<file path="config.mk">
export PLATFORM = sky130hd
export DESIGN_NAME = pacman_renderer
export DESIGN_NICKNAME = d
export VERILOG_FILES = /design/src/rtl/pacman_pkg.sv /design/src/rtl/sprite_addr_xform.sv /design/src/rtl/pacman_renderer.sv
export SDC_FILE = /design/constraint.sdc
export NUM_CORES = 1
export LEC_CHECK = 0
export ABC_AREA = 1
export ABC_CLOCK_PERIOD_IN_PS = 1100
export BUFFER_PORTS_ARGS = -buffer_cell sky130_fd_sc_hd__buf_4
export CAP_MARGIN = 15
export CORE_AREA = 2 2 69 87
export DETAILED_ROUTE_END_ITERATION = 6
export DIE_AREA = 0 0 71 89
export PLACE_DENSITY = 0.73
export SKIP_CTS_REPAIR_TIMING = 1
export SLEW_MARGIN = 20
export SYNTH_ARGS = -nofsm -noshare
export SYNTH_HDL_FRONTEND = slang
export SYNTH_SLANG_ARGS = --single-unit
</file>
<file path="constraint.sdc">
create_clock -name Clk -period 1.1 [get_ports Clk]
set_input_delay 0.165 -clock Clk [delete_from_list [all_inputs] [get_ports Clk]]
set_output_delay 0.165 -clock Clk [all_outputs]
set_load 0.005 [all_outputs]
</file>
<file path="src/rtl/pacman_pkg.sv">
// Pac-Man sprite renderer shared types: facing, sprite geometry, colour indices, palette.
// Latency: n/a (package).
// Backpressure: n/a (package).
package pacman_pkg;

  // Facing as seen by the rest of the game; the stored sprite faces right.
  typedef enum logic [1:0] {
    DIR_RIGHT = 2'b00,
    DIR_LEFT  = 2'b01,
    DIR_UP    = 2'b10,
    DIR_DOWN  = 2'b11
  } dir_t;

  localparam int SPRITE_SIZE = 15;

  // 2-bit colour indices stored in the sprite memory
  localparam logic [1:0] CI_TRANSP = 2'd0;
  localparam logic [1:0] CI_BODY   = 2'd1;
  localparam logic [1:0] CI_MOUTH  = 2'd2;
  localparam logic [1:0] CI_HILITE = 2'd3;

  localparam logic [23:0] YELLOW = 24'hFF_FF_00;
  localparam logic [23:0] WHITE  = 24'hFF_FF_FF;

  typedef struct packed {
    logic [7:0] red;
    logic [7:0] green;
    logic [7:0] blue;
  } rgb_t;

endpackage

</file>
<file path="src/rtl/sprite_addr_xform.sv">
// Maps a sprite-relative (row, col) offset and facing to a sprite memory address.
// Latency: purely combinational.
// Backpressure: none.
// Ports: r/c = 10-bit scan offset from sprite top-left (wrapped), dir = facing,
//        addr = 8-bit sprite memory address (0 when outside the box), in_box = offset lies in sprite.
module sprite_addr_xform
  import pacman_pkg::*;
#(
  parameter int SIZE = SPRITE_SIZE
) (
  input  logic [9:0] r,
  input  logic [9:0] c,
  input  dir_t       dir,
  output logic [7:0] addr,
  output logic       in_box
);

  localparam logic [9:0] EDGE   = 10'(SIZE);
  localparam logic [3:0] LAST   = 4'(SIZE - 1);
  localparam logic [7:0] STRIDE = 8'(SIZE);

  logic [3:0] rn;
  logic [3:0] cn;
  logic [7:0] major;
  logic [7:0] minor;

  // Negative offsets wrap to large unsigned values, so a single compare
  // per axis handles both sides of the box.
  always_comb begin
    in_box = (r < EDGE) && (c < EDGE);
    rn     = r[3:0];
    cn     = c[3:0];
    major  = '0;
    minor  = '0;
    // Left mirrors columns; up/down transpose, with up also flipping rows.
    unique case (dir)
      DIR_RIGHT: begin major = {4'd0, rn}; minor = {4'd0, cn};        end
      DIR_LEFT:  begin major = {4'd0, rn}; minor = {4'd0, LAST - cn}; end
      DIR_UP:    begin major = {4'd0, cn}; minor = {4'd0, LAST - rn}; end
      DIR_DOWN:  begin major = {4'd0, cn}; minor = {4'd0, rn};        end
    endcase
    addr = in_box ? 8'(major * STRIDE + minor) : 8'd0;
  end

endmodule

</file>
<file path="src/rtl/pacman_renderer.sv">
// Renders Pac-Man: sprite address generation, memory-latency tracking, palette and mouth animation.
// Latency: fixed 3 cycles from DrawX/DrawY to pixel_on/RGB (address registered after 1 cycle).
// Backpressure: none; locked to the scan, one pixel accepted and produced every cycle.
// Ports: Clk/Reset (async, active-high); frame_start = per-frame pulse; DrawX/DrawY = scan position;
//        PacX/PacY/dir/moving = sprite state; sprite_data = memory read data (1-cycle after read_address);
//        read_address -> sprite memory; pixel_on/Red/Green/Blue -> colour mapper.
module pacman_renderer
  import pacman_pkg::*;
#(
  parameter int SPRITE_SIZE = pacman_pkg::SPRITE_SIZE,
  parameter int MOUTH_BIT   = 2
) (
  input  logic       Clk,
  input  logic       Reset,
  input  logic       frame_start,
  input  logic [9:0] DrawX,
  input  logic [9:0] DrawY,
  input  logic [9:0] PacX,
  input  logic [9:0] PacY,
  input  logic [1:0] dir,
  input  logic       moving,
  input  logic [1:0] sprite_data,
  output logic [7:0] read_address,
  output logic       pixel_on,
  output logic [7:0] Red,
  output logic [7:0] Green,
  output logic [7:0] Blue
);

  logic [9:0] col_ofs;
  logic [9:0] row_ofs;
  logic [7:0] addr_d;
  logic       in_box_d;

  logic       valid1;
  logic       valid2;
  logic [2:0] mouth_cnt;
  logic       mouth_closed;

  logic       pal_on;
  rgb_t       pal_rgb;
  rgb_t       rgb_q;

  // Stage 0: 10-bit wrapping offsets from the sprite origin
  assign col_ofs = DrawX - PacX;
  assign row_ofs = DrawY - PacY;

  sprite_addr_xform #(
    .SIZE(SPRITE_SIZE)
  ) u_xform (
    .r      (row_ofs),
    .c      (col_ofs),
    .dir    (dir_t'(dir)),
    .addr   (addr_d),
    .in_box (in_box_d)
  );

  // Stage 1 (address to memory) and stage 2 (valid tracks memory read latency)
  always_ff @(posedge Clk or posedge Reset) begin
    if (Reset) begin
      read_address <= '0;
      valid1       <= 1'b0;
      valid2       <= 1'b0;
    end else begin
      read_address <= addr_d;
      valid1       <= in_box_d;
      valid2       <= valid1;
    end
  end

  // Mouth counter; a pixel finishing on the same edge sees the old value.
  always_ff @(posedge Clk or posedge Reset) begin
    if (Reset) begin
      mouth_cnt <= '0;
    end else if (frame_start && moving) begin
      mouth_cnt <= mouth_cnt + 3'd1;
    end
  end

  assign mouth_closed = mouth_cnt[MOUTH_BIT];

  // Palette: transparent and out-of-box pixels both come out black with pixel_on low.
  always_comb begin
    pal_on  = 1'b0;
    pal_rgb = '0;
    if (valid2) begin
      unique case (sprite_data)
        CI_TRANSP: ;
        CI_BODY: begin
          pal_on  = 1'b1;
          pal_rgb = YELLOW;
        end
        CI_MOUTH: begin
          // Wedge is filled in body colour only while the mouth is closed
          if (mouth_closed) begin
            pal_on  = 1'b1;
            pal_rgb = YELLOW;
          end
        end
        CI_HILITE: begin
          pal_on  = 1'b1;
          pal_rgb = WHITE;
        end
      endcase
    end
  end

  // Stage 3: registered colour out
  always_ff @(posedge Clk or posedge Reset) begin
    if (Reset) begin
      pixel_on <= 1'b0;
      rgb_q    <= '0;
    end else begin
      pixel_on <= pal_on;
      rgb_q    <= pal_rgb;
    end
  end

  assign Red   = rgb_q.red;
  assign Green = rgb_q.green;
  assign Blue  = rgb_q.blue;

endmodule

</file>
# Yosys cells after proc, flatten, opt, wreduce, memory -nomap -nowiden
# Cells that the tools add are included.
# W data, S select, Z words.
# classes
muxes,9
bitwise,0
addsub,6
n_eq_ne,6
div,0
magnitude_cmp,2
n_reduce_logical,6
multipliers,1
n_shift,0
# ops
op,count
$pmux W24 S3,1
$mux W24,2
$pmux W8 S4,1
$lt A10 B4 Y1 const B,2
$sub A10 B10 Y10,2
$pmux W8 S2,1
$add A8 B8 Y8,1
$eq A2 B2 Y1 const B,4
$mul A8 B4 Y8 const B,1
$mux W8,1
$sub A4 B4 Y4 const A,2
$reduce_or A2 Y1,3
$eq A2 B1 Y1 const B,2
$add A3 B1 Y3 const B,1
$logic_and A1 B1 Y1,2
$logic_not A2 Y1,1
$mux W1,2
$pmux W1 S2,1
# totals
mem_bits_rw,0
in_bits,48
out_inout_bits,33
elab_cells,38
latch_bits,0
n_memories,0
ff_bits,38
romBits,0

# Depth between registers and ports, before layout
# Gate-level depths: netlist of the first run.
# depth
word_depth,6
mapped_depth,24
ltp_nobuf,24

# Hierarchy
# From an unflattened synthesis of the first run, not the netlist that was laid out.
# hier_totals
cells_unflattened,390
area_unflattened_um2,2607.5
# modules_own_cells
mod,cells_per_inst,area_each_um2,n_inst,seq_area_each_um2
pacman_renderer,242,1649.1,1,400.4
sprite_addr_xform,148,958.4,1,0.0

# Least setup slack after synthesis of the first run
# No wires, ideal clock.
# synth_timing
path_type,in2reg
from,input port DrawX[0]
to,register read_address[7]
setup_time_ns,0.074
stages,21
required_ns,1.026
n_path_buf,0
arrival_time_ns,3.841
slack_ns,-2.815
cell_sequence,inv_1 -> ha_1 -> inv_1 -> fa_1 -> inv_1 -> nand2_1 -> nand2_1 -> inv_1 -> o21ai_0 -> fa_1 -> fa_1 -> fa_1 -> inv_1 -> ha_1 -> nand2_1 -> o21ai_0 -> nand2_1 -> nand2_1 -> a21oi_1 -> xor2_1 -> nor2_1
# synth_between
elab_chain_cells,5
elab_cells_between_ends,9
cone_classes,add/sub (3); mul (1); order compare (1); mux (3); reduce/logical (1)
# synth_rtl
item,line,text
start: declaration,pacman_renderer.sv:16,"input logic [9:0] DrawX,"
$sub A10 B10 Y10 *,pacman_renderer.sv:45,assign col_ofs = DrawX - PacX;
$pmux W8 S2 / $sub A4 B4 Y4 (equally long branches),"sprite_addr_xform.sv:36, sprite_addr_xform.sv:38",
$mul A8 B4 Y8 / $pmux W8 S4 (equally long branches),"sprite_addr_xform.sv:42, sprite_addr_xform.sv:36",
$add A8 B8 Y8,sprite_addr_xform.sv:42,addr = in_box ? 8'(major * STRIDE + minor) : 8'd0;
$mux W8 *,sprite_addr_xform.sv:42,
via addr_d[7],pacman_renderer.sv:32,logic [7:0] addr_d;
end signal: assignment,pacman_renderer.sv:65,read_address <= addr_d;
end: declaration,pacman_renderer.sv:23,"output logic [7:0] read_address,"
# Mark *: on every way through the listed nets, which the timed path passes. The rest lies on a longest branch. The select of a mux whose other input is x is not followed.
# A chain may end at the register's enable or synchronous reset.

# Worst setup path after layout of the first run
# layout_timing
from,input port DrawY[0]
to,register read_address[6]
# layout_between
elab_chain_cells,5
elab_cells_between_ends,9
cone_classes,add/sub (3); mul (1); order compare (1); mux (3); reduce/logical (1)
# layout_rtl
item,line,text
start: declaration,pacman_renderer.sv:17,"input logic [9:0] DrawY,"
$sub A10 B10 Y10 *,pacman_renderer.sv:46,assign row_ofs = DrawY - PacY;
$pmux W8 S2 / $sub A4 B4 Y4 (equally long branches),"sprite_addr_xform.sv:36, sprite_addr_xform.sv:39",
$mul A8 B4 Y8 / $pmux W8 S4 (equally long branches),"sprite_addr_xform.sv:42, sprite_addr_xform.sv:36",
$add A8 B8 Y8,sprite_addr_xform.sv:42,
$mux W8 *,sprite_addr_xform.sv:42,
via addr_d[6],pacman_renderer.sv:32,
# Marked as above.

==> reports/metrics.csv, run 1 <==
stage,metric,value,unit
timing,max-slew violations,0,
timing,final setup vio count,10,
cells_and_area,Post-layout nets,627,
synth,sequential area share after synthesis,15.3,%
clock_tree,clock latency on the worst-skew pair,240,ps
floorplanning,Initial Util,48.0,%
cells_and_area,filler cell count,422,
timing,Rel. slew slack,71.5,%
drt,DRT antenna net count,0,
worst_setup_path,CP startpoint kind,input pin,
cells_and_area,Area Growth Syn to Fin,54.3,%
drt,DR WL/cell,12.1,um
worst_setup_path,Worst Setup Path Type,input pin to flop,
status,status,"finished, violations left",
placed_design,placed wire-length estimate,5240,um
power,leak pwr,2.36,nW
drt,first-pass detailed-route iteration total,4,
timing,Tcrit/Tclk final,338,%
clock_tree,clk buf depth,2,
clock_tree,clk slew on worst S/H paths,60,ps
timing,Worst-Margin Slew,423,ps
drt,drt via density,4.83,
drt,Residual DRC,0,
clock_tree,Root Driver,clkbuf_8,
timing,setup_tns,-17000,ps
status,failing checks,setup timing,
timing,Final Hold Fails,0,
min_path,worst hold path class,input pin to flop,
timing,Clock Skew,0.438,ps
job,MaxCap Viol Count,0,
global_routing,initial antenna violation count,0,
drt,Detailed Route WL,7170,um
floorplanning,Die Width,71,um
power,Max IR drop VDD,1070,uV
cells_and_area,Finished Cell Area,4030,um2
global_routing,pin count of the biggest net entering global routing,17,
drt,via count,2866,
synth,syn_area_per_cell,6.45,um2
placed_design,gpl congestion,0.884,
clock_tree,CTS tree,yes,
cells_and_area,area of the multi-input gates,1960,um2
synth,Area contributors post-synth,"ha_1 19%, nand2_1 17%, dfrtp_1 15%, inv_1 14%, fa_1 6.9%",
worst_setup_path,data arrival time of the worst path,3850,ps
cells_and_area,n_diodes,0,
cells_and_area,layout cells sized above 1,37.4,%
cells_and_area,Register Area,402,um2
placed_design,IO buf count,80,
timing,final worst slack,-2610,ps
clock_tree,CTS Buf Count,3,
synth,post-synthesis net count,502,
floorplanning,Die Y,89,um
floorplanning,die area,6320,um2
timing,Max Freq,269,MHz
synth,"Distinct cells, synth",24,
clock_tree,clock sinks,16,
synth,top cell type's share of synthesized area,19.2,%
worst_setup_path,maximum net fanout on the critical path,4,
worst_setup_path,CP Capture Type,flop,
synth,Synth Register Bits,16,
clock_tree,H-tree levels,1,
floorplanning,Placement Rows,30,
placed_design,placed cell area,3630,um2
floorplanning,IO Count,81,
power,PwrDens,1510,nW/um2
timing,Final min period,3710,ps
drt,First DRT Iteration DRCs,108,
worst_setup_path,CP required,1230,ps
timing,RSZ-0062 raised after global routing,true,
global_routing,grt ovf,0,
synth,"area leader, netlist",ha_1,
synth,yosys warns,0,
synth,Post-Synthesis Cell Area,2610,um2
floorplanning,core area,5440,um2
global_routing,vias in the first global route,2578,
global_routing,GRT Resource Usage Total,18.5,%
global_routing,first-pass GRT wire length,9820,um
synth,cells after synthesis,405,
## cells in the mapped netlist (all sizes together)
library cell,count
fa,9
nand3b,3
o21bai,1
ha,40
o221ai,1
nand2,118
dfrtp,16
a21oi,16
o22ai,1
xnor2,4
and2,1
o21a,1
buf,22
nor3,1
nor2,28
o21ai,13
a22oi,1
nand3,22
inv,94
a31oi,1
a21o,1
xor2,6
nand4,5
## cell type report
type	count	share of cell area (%)
tap	64	1.99
multi-input combinational	274	48.6
inverter	94	9.31
sequential	16	9.97
clock buffer	4	1.37
timing repair buffer	141	28.7
## sequential cells by signal, indices dropped and copies added (netlist names)
register	flops
Blue	1
Green	1
mouth_cnt	3
pixel_on	1
read_address	8
valid1	1
valid2	1
## path summary, 6_finish.rpt
| kind | startpoint | to | cells past startpoint | slack, ps |
|---|---|---|---|---|
| worst max-delay path | DrawY[0] | read_address[6] | 19 | -2610 |
| worst min-delay path | sprite_data[0] | Blue[6] | 3 | 150 |
| worst max register to register | mouth_cnt[0] | mouth_cnt[1] | 3 | 150 |
| worst min register to register | valid1 | valid2 | 0 | 350 |
| max in group asynchronous | Reset | Green[6] | 4 | 410 |
| min in group asynchronous | Reset | valid1 | 4 | 510 |
## worst max-delay path, stage by stage
cell and delay [ps]:
buf_8 110, inv_12 40, ha_4 120, inv_4 30, fa_2 540, inv_2 60, nand2_2 100, o21ai_4 70
fa_1 540, fa_1 470, fa_1 570, inv_2 60, ha_4 260, a21oi_2 140, nand2_2 80, a21oi_2 170
o21ai_2 90, xnor2_1 160, nor2_1 60
## report_power, final
group | total [W] | switching [W] | internal (W)
sequential | 0.000692 | 0.0000473 | 0.000645
combinational | 0.00491 | 0.00246 | 0.00245
clock | 0.000499 | 0.000182 | 0.000317
total | 0.00610 | 0.00269 | 0.00341
## layer usage
metal | routed length [um] | GRT usage [%]
met1 | 2560 | 18.3
met2 | 4270 | 41.7
met3 | 219 | 0.902
met4 | 126 | 2.74
met5 | 0 | 0
## stage by stage
stage / power (W) / utilization (%) / hold slack (ps) / cells / worst slack (ps)
5_1_grt: 0.00654 / 74.0 / 155 / 593 / -2740
4_1_cts: 0.00502 / 67.7 / -74.1 / 585 / -2500
3_5_place_dp: 0.00444 / 66.7 / 187 / 581 / -2750
2_1_floorplan: 0.00304 / - / 78.7 / 405 / -2420
6_report: 0.00610 / 74.0 / 153 / 593 / -2610
3_3_place_gp: 0.00428 / 66.7 / 185 / 581 / -2610
## placed cells by master, fill, tap and decap left out, types with 2 or more instances in the layout
cell type and instances:
o21ai_0 5, buf_4 116, inv_1 85, a21oi_2 4
o21ai_4 2, nand4_1 5, nand3_1 21, xor2_1 5
nand2_1 107, fa_2 3, ha_1 33, nor2_4 3
nor2_2 4, fa_1 6, clkbuf_8 4, nand3b_1 3
buf_8 2, buf_6 22, o21ai_2 4, nor2_1 21
nand3_4 2, nand2_2 11, a21oi_1 11, o21ai_1 2
inv_2 6, ha_4 6, xnor2_1 3, dfrtp_1 15
## kinds of logic (layout without fill, tap and decap cells)
group,after synthesis,count (layout),synth area share (%)
adder cells (fa/ha/maj),49,49,26.1
AND/OR/NAND/NOR,178,179,27.9
flip-flops,16,16,15.3
buffers and inverters,116,239,19.8
AO/OA/AOI/OAI,36,36,7.52
XOR/XNOR,10,10,3.35
(Power assumes the default switching activity.)
==> run 2: changes to the inputs <==
--- a/config.mk
+++ b/config.mk
@@ -5,7 +5,6 @@
 export SDC_FILE = /design/constraint.sdc
 export NUM_CORES = 1
 export LEC_CHECK = 0
-export ABC_AREA = 1
 export ABC_CLOCK_PERIOD_IN_PS = 1100
 export BUFFER_PORTS_ARGS = -buffer_cell sky130_fd_sc_hd__buf_4
 export CAP_MARGIN = 15
==> run 2 against run 1 <==
The run still ends with setup timing left. Cell count shrank 9.4%. Highest routed layer unchanged. Wire length grew 12%. Clock power shrank 14%. Total power is 2.3% higher. Flip-flop and latch count did not move. Via count decreased by 0.98%. Critical path type unchanged. Worst setup slack worse by 350 ps.
==> reports/metrics.csv, run 2 <==
stage,metric,value,unit
floorplanning,Die Width,71,um
floorplanning,Die Y,89,um
worst_setup_path,Reg2Reg Depth,2,
cells_and_area,layout cells sized above 1,49.5,%
drt,DRT antenna net count,0,
power,leak pwr,2.20,nW
power,Power Total,0.00624,W
worst_setup_path,data arrival time of the worst path,4200,ps
clock_tree,H-tree levels,1,
drt,drt via density,5.28,
timing,Max Freq,246,MHz
synth,top cell type's share of synthesized area,19.0,%
worst_setup_path,Crit path largest cell delay,590,ps
timing,Rel. slew slack,68.8,%
floorplanning,Initial Util,48.3,%
worst_setup_path,crit path max-delay cell type,fa_1,
cells_and_area,Area Growth Syn to Fin,61.5,%
timing,RSZ-0062 raised after global routing,true,
cells_and_area,Post-layout nets,572,
synth,sequential area share after synthesis,15.2,%
cells_and_area,Biggest register,read_address,
timing,max-slew violations,0,
timing,setup_tns,-19430,ps
synth,ys async rst share,100,%
global_routing,GRT Resource Usage Total,22.9,%
global_routing,pin count of the biggest net entering global routing,17,
floorplanning,die area,6320,um2
timing,final worst slack,-2960,ps
synth,Synth top cells by count,"50 x inv_1, 40 x ha_1, 23 x buf_4, 22 x a21oi_1, 22 x nand2_1",
global_routing,vias in the first global route,2872,
drt,Detailed Route WL,8010,um
status,status,"finished, violations left",
cells_and_area,n_diodes,0,
clock_tree,CTS tree,yes,
timing,Tcrit/Tclk final,369,%
status,failing checks,setup timing,
floorplanning,core area,5440,um2
global_routing,grt ovf,0,
job,MaxCap Viol Count,0,
placed_design,placed wire-length estimate,6190,um
synth,syn_area_per_cell,8.22,um2
synth,Synth Register Bits,16,
drt,first-pass detailed-route iteration total,4,
cells_and_area,most frequent cells in the layout,"155 x buf_4, 38 x inv_1, 32 x ha_1",
synth,"Distinct cells, synth",55,
synth,Area contributors post-synth,"ha_1 19%, dfrtp_1 15%, inv_1 7.1%, fa_1 6.9%, buf_4 6.6%",
timing,Final min period,4060,ps
synth,most common cell in the synthesized netlist,inv_1,
clock_tree,clock sinks,16,
worst_setup_path,CP startpoint kind,input pin,
timing,final setup vio count,12,
worst_setup_path,"most used cell, CP",fa_1,
worst_setup_path,cells along the critical path,buf_8 > inv_12 > ha_4 > inv_2 > fa_2 > xnor2_2 > nand2_1 > o21ai_2 > fa_1 > fa_1 > fa_1 > inv_2 > ha_4 > nor2b_4 > o21ai_2 > a21boi_1 > o21a_1 > or3_4 > a2111oi_4,
worst_setup_path,maximum net fanout on the critical path,2,
clock_tree,clk slew on worst S/H paths,60,ps
drt,via count,2838,
cells_and_area,Largest register FFs,8,
placed_design,gpl congestion,0.888,
min_path,hold path depth,2,
drt,First DRT Iteration DRCs,152,
placed_design,IO buf count,80,
global_routing,first-pass GRT wire length,11800,um
drt,Residual DRC,0,
synth,Post-Synthesis Cell Area,2630,um2
timing,Final Hold Fails,0,
worst_setup_path,CP Capture Type,flop,
synth,top_reg_cell synth,dfrtp_1,
synth,"area leader, netlist",ha_1,
clock_tree,Root Driver,clkbuf_8,
clock_tree,clock latency on the worst-skew pair,250,ps
drt,DR WL/cell,14.9,um
clock_tree,CTS Buf Count,3,
synth,yosys warns,0,
clock_tree,clk buf depth,2,
power,PwrDens,1470,nW/um2
synth,Post-synth EDFFs,0,
min_path,worst hold path class,input pin to flop,
worst_setup_path,Worst Setup Path Type,input pin to flop,
synth,cells after synthesis,320,
power,Max IR drop VDD,958,uV
floorplanning,Placement Rows,30,
worst_setup_path,CP required,1240,ps
synth,post-synthesis net count,417,
cells_and_area,leading registers by flop count,"read_address x8, mouth_cnt x3",
global_routing,initial antenna violation count,0,
timing,Fin Hold WS,169,ps
cells_and_area,filler cell count,371,
cells_and_area,"commonest non-fill, non-tap cell in the layout",buf_4,
timing,Clock Skew,2.86,ps
floorplanning,IO Count,81,
timing,Worst-Margin Slew,456,ps
## run 2: path summary, 6_finish.rpt
| check | slack (ps) | from | to |
|---|---|---|---|
| min in group asynchronous | 490 | Reset | read_address[0] |
| setup / recovery | -2960 | DrawY[0] | read_address[7] |
| hold reg to reg | 370 | valid1 | valid2 |
| max in group asynchronous | 410 | Reset | Green[6] |
| setup reg to reg | 50 | mouth_cnt[0] | mouth_cnt[1] |
| hold / removal | 170 | sprite_data[0] | Blue[6] |
## run 2: where the power goes
part / switching [W] / leakage (nW) / internal (W)
registers: 0.0000392 / 0.215 / 0.000647
logic: 0.00243 / 1.96 / 0.00269
clock network: 0.000188 / 0.0216 / 0.000243
## run 2: metrics by stage
step	area, um2	instances	setup slack [ps]	util (%)
after detailed placement	3940	523	-3240	72.5
after floorplan	2830	320	-3060	-
final	4250	537	-2960	78.0
after global routing	4250	537	-3080	78.0
after CTS	3990	526	-2970	73.2
after global placement	3940	523	-3140	72.5
## run 2: metal layers
layer / wire, um / track usage (%)
met3: 185 / 2.48
met1: 2810 / 21.9
met5: 0 / 0
met4: 233 / 8.06
met2: 4780 / 49.3
## run 2: cell families (layout without fill, tap and decap cells)
kind of cell    Yosys count  count (layout)  synth area share [%]
xor+xnor                 15              15                  5.00
simple gates             78              78                  15.3
buf+inv                  81             234                  15.5
flops                    16              16                  15.2
compound gates           74              74                  20.3
fa+ha+maj                49              49                  25.9
mux                       7               7                  2.81
## run 2: cell type report
type                       count  area, um2  share of cell area (%)
multi-input combinational    223       2050                    48.2
timing repair buffer         180       1460                    34.3
sequential                    16        402                    9.46
inverter                      51        221                    5.21
tap                           64       80.1                    1.89
clock buffer                   3       41.3                   0.972
## run 2: critical path, delay by kind of cell
kind,cells,cell delay [ps]
adder cells (fa/ha/maj),6,2320
AO/OA/AOI/OAI,5,780
XOR/XNOR,1,160
buffers and inverters,4,230
AND/OR/NAND/NOR,3,540
